**src/rtl/imem_load_ctrl.sv**
```systemverilog
// imem_load_ctrl: reloads the core's instruction memory from a byte stream.
// While a session runs, the core is held in reset. The controller first fills
// the whole memory with NOP_WORD. It then packs incoming bytes little-endian
// into 32-bit words and writes one word per completed group of four bytes.
// When the programmed word count has been written, it releases the core.
//
// Ports:
//   CLK, RST           clock (rising edge), synchronous active-high reset
//   LOAD_START         start a session (honoured in IDLE and ERROR only)
//   LOAD_LEN           words to load; 0 -> full depth, larger values clamped
//   BYTE_IN/VALID      byte source; BYTE_READY is the accept handshake
//   MEM_WE/WADDR/WDATA instruction memory write port (one pulse per word)
//   CPU_RST            core reset hold, active-high
//   BUSY, DONE, ERR    status: session active, completion pulse, sticky timeout
module imem_load_ctrl #(
  parameter int unsigned DEPTH_LOG2 = 5,
  parameter logic [31:0] NOP_WORD   = 32'h00000013,
  parameter int unsigned TIMEOUT    = 1024
) (
  input  logic                  CLK,
  input  logic                  RST,
  input  logic                  LOAD_START,
  input  logic [DEPTH_LOG2:0]   LOAD_LEN,
  input  logic [7:0]            BYTE_IN,
  input  logic                  BYTE_VALID,
  output logic                  BYTE_READY,
  output logic                  MEM_WE,
  output logic [DEPTH_LOG2-1:0] MEM_WADDR,
  output logic [31:0]           MEM_WDATA,
  output logic                  CPU_RST,
  output logic                  BUSY,
  output logic                  DONE,
  output logic                  ERR
);

  localparam int unsigned TW = $clog2(TIMEOUT);
  localparam logic [TW-1:0] TMO_LAST = TW'(TIMEOUT - 1);
  localparam logic [DEPTH_LOG2:0] FULL_LEN = {1'b1, {DEPTH_LOG2{1'b0}}};

  typedef enum logic [2:0] {
    S_IDLE,
    S_CLEAR,
    S_LOAD,
    S_FINISH,
    S_ERROR
  } state_e;

  state_e                state_q, state_d;
  logic [DEPTH_LOG2-1:0] len_m1_q, len_m1_d;
  logic [DEPTH_LOG2-1:0] wcnt_q, wcnt_d;
  logic [1:0]            bidx_q, bidx_d;
  logic [23:0]           word_q, word_d;
  logic [TW-1:0]         tmo_q, tmo_d;
  logic                  byte_ready_q, byte_ready_d;
  logic                  mem_we_q, mem_we_d;
  logic [DEPTH_LOG2-1:0] mem_waddr_q, mem_waddr_d;
  logic [31:0]           mem_wdata_q, mem_wdata_d;
  logic                  cpu_rst_q, cpu_rst_d;
  logic                  busy_q, busy_d;
  logic                  done_q, done_d;
  logic                  err_q, err_d;

  logic                  accept;
  logic [DEPTH_LOG2:0]   len_map;

  // BYTE_READY is only ever high in LOAD, so this is the full handshake.
  assign accept = BYTE_VALID & byte_ready_q;

  always_comb begin
    len_map = LOAD_LEN;
    if (LOAD_LEN == '0 || LOAD_LEN > FULL_LEN) begin
      len_map = FULL_LEN;
    end
  end

  always_ff @(posedge CLK) begin
    if (RST) begin
      state_q      <= S_IDLE;
      len_m1_q     <= '0;
      wcnt_q       <= '0;
      bidx_q       <= '0;
      word_q       <= '0;
      tmo_q        <= '0;
      byte_ready_q <= 1'b0;
      mem_we_q     <= 1'b0;
      mem_waddr_q  <= '0;
      mem_wdata_q  <= '0;
      cpu_rst_q    <= 1'b1;
      busy_q       <= 1'b0;
      done_q       <= 1'b0;
      err_q        <= 1'b0;
    end else begin
      state_q      <= state_d;
      len_m1_q     <= len_m1_d;
      wcnt_q       <= wcnt_d;
      bidx_q       <= bidx_d;
      word_q       <= word_d;
      tmo_q        <= tmo_d;
      byte_ready_q <= byte_ready_d;
      mem_we_q     <= mem_we_d;
      mem_waddr_q  <= mem_waddr_d;
      mem_wdata_q  <= mem_wdata_d;
      cpu_rst_q    <= cpu_rst_d;
      busy_q       <= busy_d;
      done_q       <= done_d;
      err_q        <= err_d;
    end
  end

  always_comb begin
    state_d      = state_q;
    len_m1_d     = len_m1_q;
    wcnt_d       = wcnt_q;
    bidx_d       = bidx_q;
    word_d       = word_q;
    tmo_d        = tmo_q;
    byte_ready_d = byte_ready_q;
    mem_we_d     = 1'b0;
    mem_waddr_d  = mem_waddr_q;
    mem_wdata_d  = mem_wdata_q;
    cpu_rst_d    = cpu_rst_q;
    busy_d       = busy_q;
    done_d       = 1'b0;
    err_d        = err_q;

    unique case (state_q)
      S_IDLE, S_ERROR: begin
        if (state_q == S_IDLE) begin
          cpu_rst_d = 1'b0;
          busy_d    = 1'b0;
        end
        byte_ready_d = 1'b0;
        if (LOAD_START) begin
          // The first clear write is issued from this edge, so address 0
          // appears in the cycle right after LOAD_START.
          state_d     = S_CLEAR;
          len_m1_d    = DEPTH_LOG2'(len_map - 1'b1);
          wcnt_d      = '0;
          bidx_d      = '0;
          tmo_d       = '0;
          mem_we_d    = 1'b1;
          mem_waddr_d = '0;
          mem_wdata_d = NOP_WORD;
          cpu_rst_d   = 1'b1;
          busy_d      = 1'b1;
          err_d       = 1'b0;
        end
      end

      S_CLEAR: begin
        if (mem_waddr_q == '1) begin
          state_d      = S_LOAD;
          byte_ready_d = 1'b1;
        end else begin
          mem_we_d    = 1'b1;
          mem_waddr_d = mem_waddr_q + 1'b1;
          mem_wdata_d = NOP_WORD;
        end
      end

      S_LOAD: begin
        if (accept) begin
          tmo_d = '0;
          unique case (bidx_q)
            2'd0: word_d[7:0]   = BYTE_IN;
            2'd1: word_d[15:8]  = BYTE_IN;
            2'd2: word_d[23:16] = BYTE_IN;
            default: begin
              mem_we_d    = 1'b1;
              mem_waddr_d = wcnt_q;
              mem_wdata_d = {BYTE_IN, word_q};
              wcnt_d      = wcnt_q + 1'b1;
              if (wcnt_q == len_m1_q) begin
                state_d      = S_FINISH;
                byte_ready_d = 1'b0;
              end
            end
          endcase
          bidx_d = bidx_q + 1'b1;
        end else if (tmo_q == TMO_LAST) begin
          // Any partially assembled word is discarded here.
          state_d      = S_ERROR;
          err_d        = 1'b1;
          byte_ready_d = 1'b0;
          busy_d       = 1'b0;
          bidx_d       = '0;
          tmo_d        = '0;
        end else begin
          tmo_d = tmo_q + 1'b1;
        end
      end

      S_FINISH: begin
        state_d   = S_IDLE;
        done_d    = 1'b1;
        cpu_rst_d = 1'b0;
        busy_d    = 1'b0;
      end

      default: state_d = S_IDLE;
    endcase
  end

  assign BYTE_READY = byte_ready_q;
  assign MEM_WE     = mem_we_q;
  assign MEM_WADDR  = mem_waddr_q;
  assign MEM_WDATA  = mem_wdata_q;
  assign CPU_RST    = cpu_rst_q;
  assign BUSY       = busy_q;
  assign DONE       = done_q;
  assign ERR        = err_q;

endmodule

```
**config.mk**
```make
export PLATFORM = sky130hd
export DESIGN_NAME = imem_load_ctrl
export DESIGN_NICKNAME = d
export VERILOG_FILES = /design/src/rtl/imem_load_ctrl.sv
export SDC_FILE = /design/constraint.sdc
export NUM_CORES = 1
export LEC_CHECK = 0
export ABC_CLOCK_PERIOD_IN_PS = 6100
export CAP_MARGIN = 20
export CORE_UTILIZATION = 57
export CTS_BUF_LIST = sky130_fd_sc_hd__clkbuf_16
export DETAILED_ROUTE_END_ITERATION = 8
export GPL_TIMING_DRIVEN = 0
export PLACE_DENSITY = 0.87
export SLEW_MARGIN = 10
export SYNTH_ARGS = -nofsm -noshare
export SYNTH_HDL_FRONTEND = slang
export SYNTH_SLANG_ARGS = --single-unit
export TNS_END_PERCENT = 1
```
**constraint.sdc**
```tcl
create_clock -name CLK -period 6.1 [get_ports CLK]
set_clock_uncertainty 0.2 [all_clocks]
set_input_delay 1.525 -clock CLK [delete_from_list [all_inputs] [get_ports CLK]]
set_output_delay 1.525 -clock CLK [all_outputs]
set_load 0.02 [all_outputs]
```
==> Word-level counts from Yosys, hierarchy flattened <==
Cells that the tools add are included.
{ "op_classes": {"addsub": 5, "order_cmp": 1, "n_eq_ne": 20, "n_mux": 50, "bitwise": 1, "n_reduce_logical": 23} }
{ "op_table": {"columns": ["op", "n"], "rows": [
  ["32-bit 2-to-1 mux", 4],
  ["32-bit case mux with 3 select lines", 1],
  ["5-bit 2-to-1 mux", 7],
  ["10-bit 2-to-1 mux", 3],
  ["10-bit case mux with 2 select lines", 1],
  ["3-bit 2-to-1 mux", 6],
  ["1-bit 2-to-1 mux", 16],
  ["5-bit case mux with 3 select lines", 1],
  ["5-bit AND reduction", 3],
  ["2-bit inequality test, second input constant", 7],
  ["3-bit inequality test, second input constant", 4],
  ["3-bit AND reduction", 4],
  ["4-bit AND reduction", 3],
  ["10-bit by 1-bit adder with 10-bit output, second input constant", 1],
  ["5-bit by 1-bit adder with 5-bit output, second input constant", 2],
  ["10-bit equality test, second input constant", 1],
  ["5-bit case mux with 2 select lines", 1],
  ["1-bit case mux with 3 select lines", 3],
  ["3-bit case mux with 3 select lines", 1],
  ["3-bit by 2-bit equality test with 1-bit output, second input constant", 2],
  ["6-bit greater-than comparator, second input constant", 1],
  ["6-bit logical NOT", 1],
  ["2-bit 2-to-1 mux", 3],
  ["2-bit AND reduction", 3],
  ["18 further kinds", 21]
]} }
{ "word_totals": {"regBits": 92, "input_bits": 18, "out_inout_bits": 43, "wordCells": 116} }

==> Logic depth before layout (Yosys ltp) <==
{ "logic_depth": {"depth_word": 5, "depth_mapped": 9} }

==> Worst setup path after synthesis <==
No wires, ideal clock.
{ "synth_timing": {"path_kind": "input -> register", "start": "input port BYTE_VALID", "end": "register state_q[2]", "arrival_time_ns": 2.453, "required_time_ns": 5.766, "slack_ns": 3.313, "path_stages": 5, "n_path_buf": 1, "path_cell_list": "and2_1 > buf_2 > nor4_1 > a311o_1 > a311oi_1"} }
{ "synth_between": {"elab_chain_len": 3, "word_cells_on_any_way": 7, "classes_between": "3 x eq/ne; 2 x mux; 1 x bitwise; 1 x reduce/logical"} }
{ "synth_rtl": {"columns": ["item", "line", "rtl"], "rows": [
  ["start: declaration", "25", "input logic BYTE_VALID,"],
  ["1-bit bitwise AND *", "67", "assign accept = BYTE_VALID & byte_ready_q;"],
  ["3-bit inequality test (no line) / 3-bit 2-to-1 mux (equally long branches)", null, null],
  ["5-bit AND reduction (no line) / 3-bit case mux with 3 select lines (equally long branches)", null, null],
  ["end signal: assignment", "93", "state_q <= state_d;"],
  ["end: declaration", "48", "state_e state_q, state_d;"]
]} }
Every way passes the cells marked *; elsewhere a longest branch is shown, timed or not.
A chain may end at the register's enable or synchronous reset.

==> Worst setup path in the final report <==
{ "layout_timing": {"start": "input port LOAD_START", "end": "register mem_wdata_q[14], in the netlist MEM_WDATA[14]"} }
{ "layout_between": {"elab_chain_len": 2} }
{ "layout_rtl": {"columns": ["item", "line", "rtl"], "rows": [
  ["start: declaration", "22", "input logic LOAD_START,"],
  ["2-bit inequality test (no line)", null, null],
  ["5-bit AND reduction (no line)", null, null],
  ["end signal: assignment", "102", "mem_wdata_q <= mem_wdata_d;"],
  ["end: declaration", "57", "logic [31:0] mem_wdata_q, mem_wdata_d;"]
]} }
Every way passes these cells.

==> metrics.cfg <==
[run_status]
status = complete, no violations

[sta]
post-route-min-period_ns = 3.23
setup-violations-final = 0
setup_tns_ns = 0
drv_slew = 0
maxSlewHeadroom = 0.567
fmax_ghz = 0.309
fin_ws_ns = 2.87
fin_crit_sh = 0.530
timing.final.hold_violations = 0
tightest_slew_ns = 0.650
rsz0062_at_grt = false

[setup_path]
cp_slowest_stage_delay_ns = 0.49
slowest_stage = clkdlybuf4s50_1
path_class = input pin to flop
cp.required_ns = 6.17
path_cells = clkdlybuf4s50_1, nor3b_1, buf_2, a211oi_4, buf_2, nand2_1, a21oi_1
cp.arrival_ns = 3.30
cp_max_fo = 10
endpoint_kind = flop
crit_top_cell = buf_2
start_kind = input pin

[clock_network]
cts_sinks = 92
path_clk_slew_ns = 0.07
cts-root-buf = clkbuf_16
cts_buffers = 9
cts.repair.resized = 0
h-tree-depth = 3
insertion_delay_ns = 0.35
post_cts_buffers = 0
cts_tree = yes
ctsLongestPathBuffers = 2
holdBufCountCts = 0

[route]
wl_per_cell_um = 17.1
vias = 3717
initialDrtViolationCount = 319
vias_per_cell = 5.97
ant_nets = 0
firstDrtPassIters = 5
drc = 0
wl_um = 10700

[placement]
post-place-ws_ns = 2.53
dpl-instance-area_mm2 = 0.00481
gp_congestion = 0.921
portBuffers = 60
hpwlAfterDp_um = 7370

[global_routing]
grt_pass1_wl_um = 17200
grt_max_degree = 19
first_global_vias = 3564
grtUsageTotal = 0.299
grt_overflow = 0
antenna_found_initial = 0

[layout]
final_cell_area_mm2 = 0.00513
antennaDiodeCount = 0
drive_gt1_frac = 0.0930
area_growth_pct = 25.2
fin_nets = 550
fin_util = 0.746

[floorplan]
coreArea_mm2 = 0.00687
die_h_um = 86.8
fp.dieW_um = 86.8
start_util = 0.596
pin_count = 61
rows = 30
dieArea_mm2 = 0.00753

[yosys]
netlist_instances = 451
async_reset_ff_frac = 0
ys_ff_latch = 92
synth_edf_count = 0
yosysWarnings = 0
synth_cell_type_count = 62
syn_area_mm2 = 0.00409
ys_seq_area_frac = 0.450
synth_nets = 479
postSynthAreaPerCell_um2 = 9.08
synth_ff_type = dfxtp_1

[hold_path]
hold_class = flop to flop

[power]
p_leak_nw = 1.79
vdd_drop_max_mv = 0.184
p_per_area_mw_per_mm2 = 331

[flow_run]
drv_cap = 0

## cell usage after synthesis, drive strengths merged, types with 2 or more instances
| library cell | number | area, µm² |
|---|---|---|
| a211oi | 10 | 87.6 |
| or4 | 2 | 15.0 |
| buf | 22 | 160 |
| o31a | 2 | 17.5 |
| a311oi | 2 | 17.5 |
| mux2i | 24 | 240 |
| a31oi | 3 | 18.8 |
| a21boi | 2 | 15.0 |
| dfxtp | 92 | 1840 |
| nor2b | 4 | 25.0 |
| a21oi | 37 | 185 |
| nor4 | 2 | 12.5 |
| nand4 | 2 | 12.5 |
| nand2b | 4 | 25.0 |
| inv | 8 | 30.0 |
| xor2 | 6 | 52.6 |
| or3 | 2 | 12.5 |
| nor3 | 12 | 60.1 |
| a22oi | 11 | 82.6 |
| o21ai | 7 | 35.0 |
| a221oi | 3 | 26.3 |
| a41oi | 2 | 17.5 |
| nand3b | 2 | 15.0 |
| xnor2 | 3 | 26.3 |
| ha | 10 | 125 |
| a21o | 2 | 15.0 |
| nand4b | 3 | 26.3 |
| o221a | 3 | 33.8 |
| nor3b | 8 | 70.1 |
| nor2 | 52 | 211 |
| and3 | 3 | 18.8 |
| o31ai | 3 | 22.5 |
| nand3 | 33 | 170 |
| clkbuf | 10 | 37.5 |
| nand2 | 41 | 154 |
## stage by stage
stage          cells  hold WS, ns  power, mW
2_1_floorplan    451        0.243      0.977
3_3_place_gp     607        0.238       1.11
4_1_cts          623        0.254       1.70
3_5_place_dp     607        0.245       1.12
5_1_grt          623        0.272       1.77
6_report         623        0.252       1.70
## cells by family (layout without fill, tap and decap cells)
family | Yosys count | count (layout) | synth area share
simple gates | 174 | 174 | 0.213
compound gates | 100 | 100 | 0.170
flops | 92 | 92 | 0.450
buf+inv | 41 | 117 | 0.0565
mux | 25 | 25 | 0.0614
fa+ha+maj | 10 | 10 | 0.0306
xor+xnor | 9 | 9 | 0.0193
## placed cells by master, fill, tap and decap left out, types with 3 or more instances in the layout
cell,n
inv_1,8
nor2b_1,4
xnor2_1,3
nor3b_1,6
xor2_1,6
nand4b_1,3
ha_1,10
nand3_1,32
clkbuf_16,9
o221a_2,3
buf_2,8
dfxtp_1,92
nor3_1,12
a31oi_1,3
nand2_1,41
clkdlybuf4s50_1,60
nand2b_1,4
a21oi_1,37
mux2i_1,24
buf_4,8
a221oi_1,3
a211oi_1,9
o21ai_0,7
o31ai_1,3
and3_1,3
a22oi_1,11
nor2_1,51
inv_6,3
clkbuf_1,10
## routing by layer
layer  GRT usage  up-vias  share of wire
met5           0        -              0
met2       0.511      157           0.49
met1       0.359     1772           0.42
met3      0.0705       31          0.069
li1            -     1757              -
met4       0.129        0          0.028
## sequential cells by signal, summed over array words and instances, names as in the netlist
| signal | flops |
|---|---|
| BUSY | 1 |
| BYTE_READY | 1 |
| CPU_RST | 1 |
| DONE | 1 |
| ERR | 1 |
| MEM_WADDR | 5 |
| MEM_WDATA | 32 |
| MEM_WE | 1 |
| bidx_q | 2 |
| len_m1_q | 5 |
| state_q | 3 |
| tmo_q | 10 |
| wcnt_q | 5 |
| word_q | 24 |
## power breakdown
part	total, mW	switching (mW)	internal, mW
clock	0.584	0.256	0.329
sequential	0.669	0.0323	0.637
combinational	0.445	0.266	0.179
total	1.70	0.554	1.14
## worst max-delay path: cells and delay by family
kind	cells	cell delay, ns
simple gates	2	0.26
compound gates	2	0.52
buf+inv	3	0.99
## worst paths after layout
check             slack, ns     startpoint            end  cells past startpoint
hold reg to reg        0.25  MEM_WDATA[20]  MEM_WDATA[20]                      2
setup / recovery       2.87     LOAD_START  MEM_WDATA[14]                      7
setup reg to reg       3.62   MEM_WADDR[0]   MEM_WDATA[7]                      9
hold / removal         0.25  MEM_WDATA[20]  MEM_WDATA[20]                      2
## layout make-up
cell class | count | area (µm²)
plain buffers | 32 | 198
fillers | 481 | 1740
inverters | 9 | 33.8
multi-input cells | 318 | 2020
repair buffers | 60 | 601
well taps | 96 | 120
clock buffers | 9 | 225
clock inverters | 7 | 87.6
flip-flops and latches | 92 | 1840
(Power assumes the default switching activity.)
